File: src/rtl/sobel_edge_detect_if.sv
// Video window stream into the Sobel stage and the filtered pixel stream out of it.
// Master drives the window taps and controls; slave is the filter.
interface sobel_edge_detect_if;
   logic       matrix_vs;
   logic       matrix_hs;
   logic       matrix_de;
   logic [7:0] matrix_p11, matrix_p12, matrix_p13;
   logic [7:0] matrix_p21, matrix_p22, matrix_p23;
   logic [7:0] matrix_p31, matrix_p32, matrix_p33;
   logic [7:0] threshold;
   logic       mode;
   logic       sobel_vs;
   logic       sobel_hs;
   logic       sobel_de;
   logic [7:0] sobel_data;

   modport master (
      output matrix_vs, matrix_hs, matrix_de,
      output matrix_p11, matrix_p12, matrix_p13,
      output matrix_p21, matrix_p22, matrix_p23,
      output matrix_p31, matrix_p32, matrix_p33,
      output threshold, mode,
      input  sobel_vs, sobel_hs, sobel_de, sobel_data
   );

   modport slave (
      input  matrix_vs, matrix_hs, matrix_de,
      input  matrix_p11, matrix_p12, matrix_p13,
      input  matrix_p21, matrix_p22, matrix_p23,
      input  matrix_p31, matrix_p32, matrix_p33,
      input  threshold, mode,
      output sobel_vs, sobel_hs, sobel_de, sobel_data
   );
endinterface

File: src/rtl/sobel_edge_detect.sv
// Sobel |Gx|+|Gy| edge filter: binary edge map or saturated magnitude, 3-cycle latency.
// Free-running pipeline, never stalls; the input stream has no backpressure.
module sobel_edge_detect #(
   parameter int CNT_W  = 12,
   parameter bit VS_POL = 1'b1
) (
   input  logic               clk,
   input  logic               rst_n,
   sobel_edge_detect_if.slave vid
);

   localparam logic [CNT_W-1:0] CNT_MAX = {CNT_W{1'b1}};

   logic             vs_prev_q, vs_prev_d;
   logic             de_prev_q, de_prev_d;
   logic [CNT_W-1:0] col_cnt_q, col_cnt_d;
   logic [CNT_W-1:0] row_cnt_q, row_cnt_d;
   logic [7:0]       thr_q, thr_d;
   logic             mode_q, mode_d;
   logic [9:0]       gx_p_q, gx_p_d, gx_n_q, gx_n_d;
   logic [9:0]       gy_p_q, gy_p_d, gy_n_q, gy_n_d;
   logic [9:0]       ax_q, ax_d, ay_q, ay_d;
   logic [7:0]       data_q, data_d;
   logic [2:0]       vs_sr_q, vs_sr_d;
   logic [2:0]       hs_sr_q, hs_sr_d;
   logic [2:0]       de_sr_q, de_sr_d;
   logic [1:0]       ok_sr_q, ok_sr_d;

   logic             vs_act;
   logic             frame_start;
   logic             win_ok;
   logic [10:0]      mag;
   logic [7:0]       sat;

   always_comb begin
      vs_act      = (vid.matrix_vs == VS_POL);
      frame_start = vs_act && (vs_prev_q != VS_POL);
      vs_prev_d   = vid.matrix_vs;
      de_prev_d   = vid.matrix_de;

      thr_d  = thr_q;
      mode_d = mode_q;
      if (frame_start) begin
         thr_d  = vid.threshold;
         mode_d = vid.mode;
      end

      col_cnt_d = '0;
      if (vid.matrix_de)
         col_cnt_d = (col_cnt_q == CNT_MAX) ? col_cnt_q : col_cnt_q + 1'b1;

      row_cnt_d = row_cnt_q;
      if (vs_act)
         row_cnt_d = '0;
      else if (de_prev_q && !vid.matrix_de && (row_cnt_q != CNT_MAX))
         row_cnt_d = row_cnt_q + 1'b1;

      // Uses the pre-increment counts: the third pixel of the third line is the first full window.
      win_ok = vid.matrix_de && (col_cnt_q >= CNT_W'(2)) && (row_cnt_q >= CNT_W'(2));

      gx_p_d = {2'b00, vid.matrix_p13} + {1'b0, vid.matrix_p23, 1'b0} + {2'b00, vid.matrix_p33};
      gx_n_d = {2'b00, vid.matrix_p11} + {1'b0, vid.matrix_p21, 1'b0} + {2'b00, vid.matrix_p31};
      gy_p_d = {2'b00, vid.matrix_p11} + {1'b0, vid.matrix_p12, 1'b0} + {2'b00, vid.matrix_p13};
      gy_n_d = {2'b00, vid.matrix_p31} + {1'b0, vid.matrix_p32, 1'b0} + {2'b00, vid.matrix_p33};

      ax_d = (gx_p_q >= gx_n_q) ? (gx_p_q - gx_n_q) : (gx_n_q - gx_p_q);
      ay_d = (gy_p_q >= gy_n_q) ? (gy_p_q - gy_n_q) : (gy_n_q - gy_p_q);

      mag = {1'b0, ax_q} + {1'b0, ay_q};
      sat = (mag > 11'd255) ? 8'hFF : mag[7:0];

      data_d = 8'h00;
      if (de_sr_q[1] && ok_sr_q[1]) begin
         if (mode_q)
            data_d = sat;
         else if (mag > {3'b000, thr_q})
            data_d = 8'hFF;
      end

      vs_sr_d = {vs_sr_q[1:0], vid.matrix_vs};
      hs_sr_d = {hs_sr_q[1:0], vid.matrix_hs};
      de_sr_d = {de_sr_q[1:0], vid.matrix_de};
      ok_sr_d = {ok_sr_q[0], win_ok};
   end

   always_ff @(posedge clk or negedge rst_n) begin
      if (!rst_n) begin
         vs_prev_q <= 1'b0;
         de_prev_q <= 1'b0;
         col_cnt_q <= '0;
         row_cnt_q <= '0;
         thr_q     <= 8'h00;
         mode_q    <= 1'b0;
         gx_p_q    <= '0;
         gx_n_q    <= '0;
         gy_p_q    <= '0;
         gy_n_q    <= '0;
         ax_q      <= '0;
         ay_q      <= '0;
         data_q    <= 8'h00;
         vs_sr_q   <= '0;
         hs_sr_q   <= '0;
         de_sr_q   <= '0;
         ok_sr_q   <= '0;
      end else begin
         vs_prev_q <= vs_prev_d;
         de_prev_q <= de_prev_d;
         col_cnt_q <= col_cnt_d;
         row_cnt_q <= row_cnt_d;
         thr_q     <= thr_d;
         mode_q    <= mode_d;
         gx_p_q    <= gx_p_d;
         gx_n_q    <= gx_n_d;
         gy_p_q    <= gy_p_d;
         gy_n_q    <= gy_n_d;
         ax_q      <= ax_d;
         ay_q      <= ay_d;
         data_q    <= data_d;
         vs_sr_q   <= vs_sr_d;
         hs_sr_q   <= hs_sr_d;
         de_sr_q   <= de_sr_d;
         ok_sr_q   <= ok_sr_d;
      end
   end

   assign vid.sobel_vs   = vs_sr_q[2];
   assign vid.sobel_hs   = hs_sr_q[2];
   assign vid.sobel_de   = de_sr_q[2];
   assign vid.sobel_data = data_q;

endmodule
File: src/flat_wrapper.sv
// flat-port wrapper written by rule: the top's interface ports become plain ports
module sobel_edge_detect_flat 
#(
   parameter int CNT_W  = 12,
   parameter bit VS_POL = 1'b1
)
  (clk, rst_n, vid_matrix_vs, vid_matrix_hs, vid_matrix_de, vid_matrix_p11, vid_matrix_p12, vid_matrix_p13, vid_matrix_p21, vid_matrix_p22, vid_matrix_p23, vid_matrix_p31, vid_matrix_p32, vid_matrix_p33, vid_threshold, vid_mode, vid_sobel_vs, vid_sobel_hs, vid_sobel_de, vid_sobel_data);
  sobel_edge_detect_if vid_i ();
  input  logic clk;
  input  logic rst_n;
  input wire logic [$bits(vid_i.matrix_vs)-1:0] vid_matrix_vs;
  input wire logic [$bits(vid_i.matrix_hs)-1:0] vid_matrix_hs;
  input wire logic [$bits(vid_i.matrix_de)-1:0] vid_matrix_de;
  input wire logic [$bits(vid_i.matrix_p11)-1:0] vid_matrix_p11;
  input wire logic [$bits(vid_i.matrix_p12)-1:0] vid_matrix_p12;
  input wire logic [$bits(vid_i.matrix_p13)-1:0] vid_matrix_p13;
  input wire logic [$bits(vid_i.matrix_p21)-1:0] vid_matrix_p21;
  input wire logic [$bits(vid_i.matrix_p22)-1:0] vid_matrix_p22;
  input wire logic [$bits(vid_i.matrix_p23)-1:0] vid_matrix_p23;
  input wire logic [$bits(vid_i.matrix_p31)-1:0] vid_matrix_p31;
  input wire logic [$bits(vid_i.matrix_p32)-1:0] vid_matrix_p32;
  input wire logic [$bits(vid_i.matrix_p33)-1:0] vid_matrix_p33;
  input wire logic [$bits(vid_i.threshold)-1:0] vid_threshold;
  input wire logic [$bits(vid_i.mode)-1:0] vid_mode;
  output wire logic [$bits(vid_i.sobel_vs)-1:0] vid_sobel_vs;
  output wire logic [$bits(vid_i.sobel_hs)-1:0] vid_sobel_hs;
  output wire logic [$bits(vid_i.sobel_de)-1:0] vid_sobel_de;
  output wire logic [$bits(vid_i.sobel_data)-1:0] vid_sobel_data;
  assign vid_i.matrix_vs = vid_matrix_vs;
  assign vid_i.matrix_hs = vid_matrix_hs;
  assign vid_i.matrix_de = vid_matrix_de;
  assign vid_i.matrix_p11 = vid_matrix_p11;
  assign vid_i.matrix_p12 = vid_matrix_p12;
  assign vid_i.matrix_p13 = vid_matrix_p13;
  assign vid_i.matrix_p21 = vid_matrix_p21;
  assign vid_i.matrix_p22 = vid_matrix_p22;
  assign vid_i.matrix_p23 = vid_matrix_p23;
  assign vid_i.matrix_p31 = vid_matrix_p31;
  assign vid_i.matrix_p32 = vid_matrix_p32;
  assign vid_i.matrix_p33 = vid_matrix_p33;
  assign vid_i.threshold = vid_threshold;
  assign vid_i.mode = vid_mode;
  assign vid_sobel_vs = vid_i.sobel_vs;
  assign vid_sobel_hs = vid_i.sobel_hs;
  assign vid_sobel_de = vid_i.sobel_de;
  assign vid_sobel_data = vid_i.sobel_data;
  sobel_edge_detect #(.CNT_W(CNT_W), .VS_POL(VS_POL)) u_core (.clk(clk), .rst_n(rst_n), .vid(vid_i));
endmodule
File: config.mk
export PLATFORM = sky130hd
export DESIGN_NAME = sobel_edge_detect_flat
export DESIGN_NICKNAME = d
export VERILOG_FILES = /design/src/rtl/sobel_edge_detect_if.sv /design/src/rtl/sobel_edge_detect.sv /design/src/flat_wrapper.sv
export SDC_FILE = /design/constraint.sdc
export NUM_CORES = 1
export LEC_CHECK = 0
export CAP_MARGIN = 20
export CORE_MARGIN = 2
export CORE_UTILIZATION = 30
export CTS_CLUSTER_SIZE = 28
export DETAILED_ROUTE_END_ITERATION = 12
export PLACE_DENSITY = 0.48
export SYNTH_ARGS = -nofsm -noshare
export SYNTH_HDL_FRONTEND = slang
export SYNTH_SLANG_ARGS = --single-unit
File: constraint.sdc
create_clock -name clk -period 6.19 [get_ports clk]
set_input_delay 1.238 -clock clk [delete_from_list [all_inputs] [get_ports clk]]
set_output_delay 1.238 -clock clk [all_outputs]
set_load 0.02 [all_outputs]
==> run_results.csv, run 1 <==
group,metric,value,unit
final_layout,diodes,0,
detailed_routing,dr.first_iter.drc_count,215,
timing,finalHoldViolations,0,
synthesis,synth_top_area_share,36.7,%
timing,skew,11.2,ps
timing,period_minus_slack,3540,ps
worst_setup_path,required,6470,ps
die,die_x,163,um
placed_design,dp_hpwl,13500,um
min_path,hold_class,"reg -> reg",
synthesis,syn_area,7630,um2
die,die_area,26700,um2
placed_design,portBuffers,88,
detailed_routing,vias_per_cell,4.48,
synthesis,yosysMostFrequentCell,"dfrtp_1",
die,die_h,163,um
synthesis,synth_ff_type,"dfrtp_1",
die,ios,97,
timing,rsz0062_at_grt,"false",
synthesis,synth.area.top_cells,"dfrtp_1, ha_1, fa_1",
clock_tree,cts_tree,"yes",
synthesis,yosys-top-cells-count,"dfrtp_1, ha_1, inv_1",
die,fp.coreArea,25100,um2
synthesis,syn_nets,947,
placed_design,dpl_worst_slack,2250,ps
power_and_ir_drop,p_clk_share,15.3,%
final_layout,layout.nets,1034,
power_and_ir_drop,intPower,2260,uW
power_and_ir_drop,switchingPower,1630,uW
detailed_routing,wl_per_cell,14.3,um
synthesis,synth-edff-count,0,
timing,slew_violations,0,
synthesis,async_reset_ff_share,100,%
timing,setup-tns-final,0,ps
final_layout,post-route-util,36.5,%
clock_tree,clkTransAtPathRegs,80,ps
die,initial_core_util,30.4,%
worst_setup_path,arrival,3820,ps
clock_tree,htree_levels,3,
timing,slew_headroom,36.4,%
timing,worst_slew_pin_slew,951,ps
power_and_ir_drop,p_per_area,425,nW/um2
global_route,grt_overflow_total,0,
run_status,outcome,"completed",
synthesis,synth_warnings,0,
global_route,first_global_vias,5350,
worst_setup_path,r2r_start,"u_core.ay_q[0]",
clock_tree,numCtsBuffers,9,
timing,setup_violations,0,
die,row_count,58,
clock_tree,clock_path_buffers,2,
clock_tree,worstSkewPairLatency,350,ps
power_and_ir_drop,peakVddDrop,0.000178,V
detailed_routing,ant_nets,0,
worst_setup_path,path_max_fanout,2,
synthesis,synth_cell_types,49,
detailed_routing,drt_wl_total,16400,um
job,drv_cap,0,
power_and_ir_drop,combPwrFrac,58.4,%
min_path,min-delay-start,"u_core.vs_sr_q[1]",
power_and_ir_drop,cellLeakagePower,0.00425,uW
power_and_ir_drop,seqPwrFrac,26.3,%
detailed_routing,route.detailed.drc,0,
global_route,antenna_found_initial,0,
timing,setup_slack,2650,ps
synthesis,syn-instance-count,728,
clock_tree,root_buffer,"clkbuf_16",
worst_setup_path,start_kind,"input port",
worst_setup_path,critPathLaunch,"vid_matrix_p33[2]",
timing,fmax,0.283,GHz
power_and_ir_drop,switching_share,41.9,%
final_layout,area_growth,20.0,%
global_route,grt.total_usage,13.0,%
timing,fin_crit_sh,57.2,%
clock_tree,clock-sinks,112,
final_layout,drive_above_1_share,3.54,%
synthesis,ys_ff_latch,112,
worst_setup_path,critical_path_class,"in -> reg",
worst_setup_path,critPathCaptureType,"flop",
clock_tree,holdBufCountCts,0,
synthesis,ys_seq_area_share,36.7,%
clock_tree,cts_resized,0,
detailed_routing,drt-pass1-iter-count,4,
synthesis,avgSynthCellArea,10.5,um2
clock_tree,post_cts_buffers,0,
placed_design,gp_congestion,0.839,
global_route,grt_pass1_wl,27400,um
global_route,grt_max_degree,59,
detailed_routing,vias,5150,
synthesis,synth_largest_area_cell,"dfrtp_1",
==> state kept, by name, summed over array words and instances (netlist names) <==
register / count
u_core.hs_sr_q: 3
u_core.vs_sr_q: 3
u_core.vid.sobel_data: 8
u_core.ay_q: 10
u_core.de_sr_q: 3
u_core.ok_sr_q: 2
u_core.mode_q: 1
u_core.gx_n_q: 10
u_core.thr_q: 8
u_core.row_cnt_q: 12
u_core.gy_n_q: 10
u_core.gx_p_q: 10
u_core.col_cnt_q: 12
u_core.ax_q: 10
u_core.gy_p_q: 10
==> worst max-delay path, cell delays in order <==
cell,delay (ps)
clkdlybuf4s50_1,530
fa_1,580
ha_1,310
a21o_1,180
a21oi_1,220
nor2b_1,80
o21a_1,190
o41ai_1,330
xnor2_1,170
==> cell families after synthesis <==
family	synth area share, %
muxes	3.44
xor gates and xnor gates	7.23
buffers and inverters	4.54
DFF	36.7
adders and majority gates	25.4
AOI/OAI and AO/OA	12.2
and+or+nand+nor	10.4
==> final cells by class <==
class                           instances  area, um2
Clock buffer                           10        229
Clock inverter                          6       75.1
Fill cell                            2581      16000
Inverter                               71        267
Multi-Input combinational cell        532       4480
Sequential cell                       112       2800
Tap cell                              330        413
Timing Repair Buffer                   89        886
==> power groups by stage <==
stage | combinational, uW | sequential [uW] | clock [uW]
2_1_floorplan | 1800 | 1010 | 0
3_3_place_gp | 2280 | 1040 | 0
3_5_place_dp | 2280 | 1040 | 0
4_1_cts | 2300 | 1030 | 623
5_1_grt | 2580 | 1050 | 658
6_report | 2270 | 1020 | 595
==> final timing paths <==
kind                                       endpoint  slack [ps]  cells past startpoint
setup / recovery                   u_core.gy_n_q[8]        2650                      9
hold / removal                    u_core.vs_sr_q[2]         350                      0
setup reg to reg           u_core.vid.sobel_data[3]        3160                     12
hold reg to reg                   u_core.vs_sr_q[2]         350                      0
max in group asynchronous            u_core.ay_q[6]        4070                      2
min in group asynchronous       u_core.row_cnt_q[5]         910                      1
==> cell usage in the layout (no fill, tap or decap), types with 12 or more instances in the layout <==
master | synthesis | final
dfrtp_1 | 112 | 112
ha_1 | 96 | 96
clkdlybuf4s50_1 | 0 | 87
inv_1 | 71 | 71
a21oi_1 | 53 | 53
nor2_1 | 50 | 50
xnor2_1 | 38 | 38
fa_1 | 37 | 37
o21ai_0 | 36 | 36
nand2_1 | 35 | 35
xor2_1 | 25 | 25
mux2i_1 | 24 | 24
a21o_1 | 17 | 17
nor2b_1 | 14 | 14
nor3_1 | 12 | 12
==> stage by stage <==
stage               total power, uW  instance area (um2)  hold slack, ps  instances
floorplan                      2800                 7630             331        728
global placement               3320                 8850             332       1134
detailed placement             3330                 8850             336       1134
CTS                            3950                 9150             354       1150
global route                   4280                 9150             358       1150
finish                         3890                 9150             350       1150
==> per-layer routing <==
layer / global-route usage (%) / up-vias / share of wire (%)
li1: - / 2661 / -
met1: 17.5 / 2381 / 49
met2: 21.3 / 98 / 46
met3: 2.41 / 10 / 3.7
met4: 3.51 / 0 / 1.1
met5: 0 / - / 0
No activity file was read; power rests on OpenSTA's default activity.
==> run 2: changes to the inputs <==
--- a/config.mk
+++ b/config.mk
@@ -10,7 +10,7 @@
 export CORE_UTILIZATION = 30
 export CTS_CLUSTER_SIZE = 28
 export DETAILED_ROUTE_END_ITERATION = 12
-export PLACE_DENSITY = 0.48
+export PLACE_DENSITY = 0.5
 export SYNTH_ARGS = -nofsm -noshare
 export SYNTH_HDL_FRONTEND = slang
 export SYNTH_SLANG_ARGS = --single-unit
==> constraint.sdc (replaced) <==
create_clock -name clk -period 3.2 [get_ports clk]
set_input_delay 0.64 -clock clk [delete_from_list [all_inputs] [get_ports clk]]
set_output_delay 0.64 -clock clk [all_outputs]
set_load 0.02 [all_outputs]
==> run 2 against run 1 <==
- routed wire length increased by 0.91%
- sequential share of layout area decreased by 0.27 points
- first-iteration DRC count increased by 44%
- via count increased by 2.3%
- clock skew decreased by 1.5 ps
==> run_results.csv, run 2 (synthesis gave the netlist of run 1 again) <==
group,metric,value,unit
placed_design,portBuffers,88,
final_layout,top_regs,"u_core.col_cnt_q: 12 flops, u_core.row_cnt_q: 12 flops",
die,die_x,163,um
clock_tree,cts_tree,"yes",
power_and_ir_drop,peakVddDrop,0.000350,V
timing,setup_slack,265,ps
placed_design,place_inst,1146,
detailed_routing,wl_per_cell,14.3,um
clock_tree,numCtsBuffers,9,
global_route,grt_max_degree,64,
timing,worst_slew_pin_slew,814,ps
detailed_routing,ant_nets,0,
worst_setup_path,critPathLaunch,"u_core.ay_q[0]",
die,fp.coreArea,25100,um2
worst_setup_path,endpoint,"u_core.vid.sobel_data[0]",
detailed_routing,vias_per_cell,4.53,
detailed_routing,vias,5269,
worst_setup_path,arrival,3170,ps
timing,setup_violations,0,
power_and_ir_drop,p_per_area,813,nW/um2
timing,timing.hold.ws,354,ps
final_layout,diodes,0,
worst_setup_path,path_max_fanout,7,
global_route,antenna_found_initial,1,
final_layout,fin_cells,1162,
timing,fin_crit_sh,91.7,%
clock_tree,post_cts_buffers,0,
global_route,grt.total_usage,13.3,%
clock_tree,holdBufCountCts,0,
detailed_routing,route.detailed.drc,0,
worst_setup_path,r2r_start,"u_core.ay_q[0]",
worst_setup_path,start_kind,"flop",
timing,finalHoldViolations,0,
die,row_count,58,
global_route,grt_pass1_wl,27700,um
die,die_h,163,um
die,ios,97,
timing,period_minus_slack,2940,ps
die,die_area,26700,um2
clock_tree,root_buffer,"clkbuf_16",
global_route,grt_overflow_total,0,
timing,skew,9.64,ps
placed_design,dpl_worst_slack,-107,ps
global_route,first_global_vias,5313,
die,initial_core_util,30.4,%
timing,fmax,0.341,GHz
worst_setup_path,reg2reg_to,"u_core.vid.sobel_data[0]",
detailed_routing,dr.first_iter.drc_count,310,
min_path,hold_class,"reg -> reg",
timing,rsz0062_at_grt,"false",
placed_design,dp_hpwl,13700,um
power_and_ir_drop,total_power,7510,uW
final_layout,area_growth,21.0,%
worst_setup_path,required,3430,ps
final_layout,final_common_cell,"dfrtp_1",
clock_tree,clkTransAtPathRegs,80,ps
placed_design,gp_congestion,0.871,
worst_setup_path,reg2reg_slack,260,ps
final_layout,layout.nets,1046,
clock_tree,htree_levels,3,
timing,slew_violations,0,
clock_tree,worstSkewPairLatency,360,ps
final_layout,drive_above_1_share,5.17,%
detailed_routing,drt-pass1-iter-count,4,
final_layout,final_cell_mix,"dfrtp_1, ha_1, clkdlybuf4s50_1",
power_and_ir_drop,cellLeakagePower,0.00430,uW
worst_setup_path,reg2regPathDepth,12,
timing,slew_headroom,45.8,%
final_layout,post-route-util,36.8,%
clock_tree,clock_path_buffers,2,
run_status,outcome,"completed",
job,drv_cap,0,
worst_setup_path,critical_path_class,"reg -> reg",
worst_setup_path,critPathCaptureType,"flop",
detailed_routing,drt_wl_total,16600,um
clock_tree,clock-sinks,112,
==> run 2: changes by cell type in the layout (fill, tap and decap cells not counted) <==
cell / delta
buf_12: +1
buf_4: +11
bufinv_16: -1
clkinv_2: +1
clkinvlp_4: -1
inv_6: +2
inv_8: -1
o21a_1: -1
o21a_2: +1
o21bai_1: -1
o21bai_2: +1
==> run 2: how the worst min path moves through the flow <==
stage | start | endpoint | slack, ps | depth (start not counted)
floorplan | u_core.hs_sr_q[0] | u_core.hs_sr_q[1] | 330 | 0
global placement | u_core.vs_sr_q[1] | u_core.vs_sr_q[2] | 330 | 0
detailed placement | u_core.hs_sr_q[1] | u_core.hs_sr_q[2] | 340 | 0
CTS | u_core.hs_sr_q[1] | u_core.hs_sr_q[2] | 360 | 0
global route | u_core.hs_sr_q[1] | u_core.hs_sr_q[2] | 360 | 0
finish | u_core.hs_sr_q[1] | u_core.hs_sr_q[2] | 350 | 0
==> run 2: through the flow <==
stage | area, um2 | setup TNS [ps]
after detailed placement | 8950 | -489
after global placement | 8950 | -359
after floorplan | 7630 | 0
final | 9240 | 0
after global routing | 9240 | 0
after CTS | 9230 | 0
==> run 2: timing repair <==
action	in CTS	in global routing
hold endpoints to repair	0	0
resized for setup	0	2
endpoints found under the setup margin	0	5
==> run 2: per-layer routing <==
layer	vias to the layer above	share of wire, %	global-route usage, %	wire length (um)
li1	2695	-	-	-
met1	2454	49	18.4	8120
met2	103	45	21.0	7450
met3	15	4.6	2.97	756
met4	2	1.3	3.47	215
met5	-	0.078	0	13
==> run 2: where the power goes <==
group	internal [uW]	switching (uW)
Sequential	1780	201
Combinational	2000	2430
Clock	541	558
Total	4330	3180
==> run 2: critical path: stages, from the launching register on <==
cell and delay [ps]:
dfrtp_1 370, ha_1 230, fa_1 440, a211oi_1 230, o21bai_1 120, a21oi_1 180, xnor2_1 220, ha_1 320
nand4_1 120, a21oi_1 50, o21a_2 260, mux2i_1 190, a21oi_1 90
==> run 2: final cells by class <==
cell class              count  area [um2]
clock buffers              10         229
clock inverters             6        48.8
fillers                  2577       15900
inverters                  71         267
multi-input cells         532        4490
flip-flops and latches    112        2800
well taps                 330         413
repair buffers            101         988
==> run 3: changes to the inputs <==
--- a/config.mk
+++ b/config.mk
@@ -11,6 +11,7 @@
 export CTS_CLUSTER_SIZE = 28
 export DETAILED_ROUTE_END_ITERATION = 12
 export PLACE_DENSITY = 0.5
+export SETUP_SLACK_MARGIN = 0.15
 export SYNTH_ARGS = -nofsm -noshare
 export SYNTH_HDL_FRONTEND = slang
 export SYNTH_SLANG_ARGS = --single-unit
==> run 3 against run 2 <==
- core utilization grew 0.10 points
- clock power is essentially flat
- worst setup slack gained 13 ps
- total power grew 0.80%
- register-to-register slack gained 170 ps
==> run_results.csv, run 3 (synthesis gave the netlist of run 1 again) <==
group,metric,value,unit
run_status,outcome,"completed",
clock_tree,numCtsBuffers,9,
global_route,first_global_vias,5313,
timing,finalHoldViolations,0,
timing,slew_headroom,45.8,%
power_and_ir_drop,peakVddDrop,0.000350,V
clock_tree,post_cts_buffers,0,
final_layout,diodes,0,
placed_design,dp_hpwl,13700,um
min_path,hold_path_end,"u_core.hs_sr_q[2]",
clock_tree,worstSkewPairLatency,360,ps
detailed_routing,dr.first_iter.drc_count,358,
timing,period_minus_slack,2920,ps
final_layout,layout.nets,1046,
worst_setup_path,critical_path_class,"in -> reg",
worst_setup_path,reg2reg_to,"u_core.vid.sobel_data[0]",
die,die_h,163,um
power_and_ir_drop,combPwrFrac,59.2,%
worst_setup_path,path_max_fanout,2,
detailed_routing,ant_nets,0,
global_route,grt_max_degree,64,
power_and_ir_drop,seqPwrFrac,26.2,%
worst_setup_path,critPathCaptureType,"flop",
detailed_routing,drt_wl_total,16600,um
final_layout,ff_latch_area,2800,um2
global_route,antenna_found_initial,1,
job,drv_cap,0,
power_and_ir_drop,switching_share,42.4,%
worst_setup_path,start_kind,"input port",
timing,fin_crit_sh,91.3,%
detailed_routing,wl_per_cell,14.3,um
clock_tree,cts_tree,"yes",
die,die_area,26700,um2
die,ios,97,
global_route,grt.total_usage,13.3,%
detailed_routing,vias_per_cell,4.54,
timing,setup_violations,0,
min_path,hold_depth,0,
worst_setup_path,arrival,3200,ps
timing,rsz0062_at_grt,"false",
final_layout,multi_input_area,4510,um2
clock_tree,clkTransAtPathRegs,80,ps
clock_tree,clock_path_buffers,2,
final_layout,area_growth,21.4,%
power_and_ir_drop,p_per_area,817,nW/um2
power_and_ir_drop,cellLeakagePower,0.00432,uW
final_layout,fill_cells,2577,
final_layout,drive_above_1_share,5.77,%
timing,slew_violations,0,
worst_setup_path,reg2regPathDepth,12,
worst_setup_path,reg2reg_slack,430,ps
min_path,hold_class,"reg -> reg",
power_and_ir_drop,p_clk_share,14.5,%
timing,skew,9.32,ps
final_layout,final_cell_mix,"dfrtp_1, ha_1, clkdlybuf4s50_1",
clock_tree,htree_levels,3,
timing,setup-tns-final,0,ps
power_and_ir_drop,total_power,7570,uW
timing,worst_slew_pin_slew,813,ps
min_path,min-delay-start,"u_core.hs_sr_q[1]",
clock_tree,root_buffer,"clkbuf_16",
final_layout,post-route-util,36.9,%
detailed_routing,route.detailed.drc,0,
die,fp.coreArea,25100,um2
timing,fmax,0.342,GHz
power_and_ir_drop,intPower,4360,uW
power_and_ir_drop,switchingPower,3210,uW
detailed_routing,vias,5278,
die,row_count,58,
placed_design,gp_congestion,0.871,
worst_setup_path,required,3480,ps
final_layout,final_common_cell,"dfrtp_1",
die,initial_core_util,30.4,%
global_route,grt_pass1_wl,27700,um
die,die_x,163,um
worst_setup_path,r2r_start,"u_core.ay_q[0]",
clock_tree,clock-sinks,112,
placed_design,portBuffers,88,
global_route,grt_overflow_total,0,
detailed_routing,drt-pass1-iter-count,4,
final_layout,top_regs,"u_core.col_cnt_q: 12 flops, u_core.row_cnt_q: 12 flops",
run 3: worst max-delay path by stage:
stage | start | endpoint | slack, ps | depth (start not counted)
CTS | u_core.ay_q[0] | u_core.vid.sobel_data[3] | 200 | 12
detailed placement | vid_matrix_p33[2] | u_core.gy_n_q[8] | -110 | 9
global route | vid_matrix_p31[1] | u_core.gx_n_q[9] | 150 | 11
global placement | vid_matrix_p33[2] | u_core.gy_n_q[8] | -90 | 9
finish | vid_matrix_p31[2] | u_core.gx_n_q[8] | 280 | 9
floorplan | u_core.ay_q[0] | u_core.vid.sobel_data[5] | 530 | 12
run 3: metal layers:
metal / global-route usage, % / vias to the layer above / share of wire [%]
met3: 2.97 / 16 / 4.7
met2: 21.0 / 105 / 45
met4: 3.47 / 2 / 1.3
li1: - / 2696 / -
met1: 18.4 / 2459 / 49
met5: 0 / - / 0.078
run 3: timing repair:
item,4_1_cts,5_1_grt
resized for setup,0,7
setup endpoints to repair,0,9
endpoints found under the hold margin,0,0
hold buffers,0,0
run 3: layout make-up:
cell class              instances  share of cell area, %
inverters                      71                   2.88
clock inverters                 6                  0.527
multi-input cells             532                   48.7
repair buffers                101                   10.7
clock buffers                  10                   2.47
flip-flops and latches        112                   30.3
well taps                     330                   4.46
run 3: power groups by stage:
stage	Clock, uW	Sequential, uW	Combinational, uW
final	1100	1990	4480
after global routing	1200	2030	5100
after CTS	1150	2000	4450
after detailed placement	0	2030	4430
after global placement	0	2020	4410
after floorplan	0	1940	3470
run 3: critical path: stages:
cell	delay, ps
clkdlybuf4s50_1	510
fa_1	660
ha_1	250
a21o_1	180
a21oi_1	180
nor2b_1	70
o21a_1	180
o41ai_1	360
xnor2_1	160
run 3: stage by stage:
| stage | area [um2] | cells | worst slack, ps | hold WS (ps) |
|---|---|---|---|---|
| 5_1_grt | 9260 | 1162 | 152 | 359 |
| 3_3_place_gp | 8950 | 1146 | -87.7 | 332 |
| 4_1_cts | 9230 | 1162 | 196 | 359 |
| 2_1_floorplan | 7630 | 728 | 531 | 331 |
| 6_report | 9260 | 1162 | 278 | 354 |
| 3_5_place_dp | 8950 | 1146 | -107 | 339 |
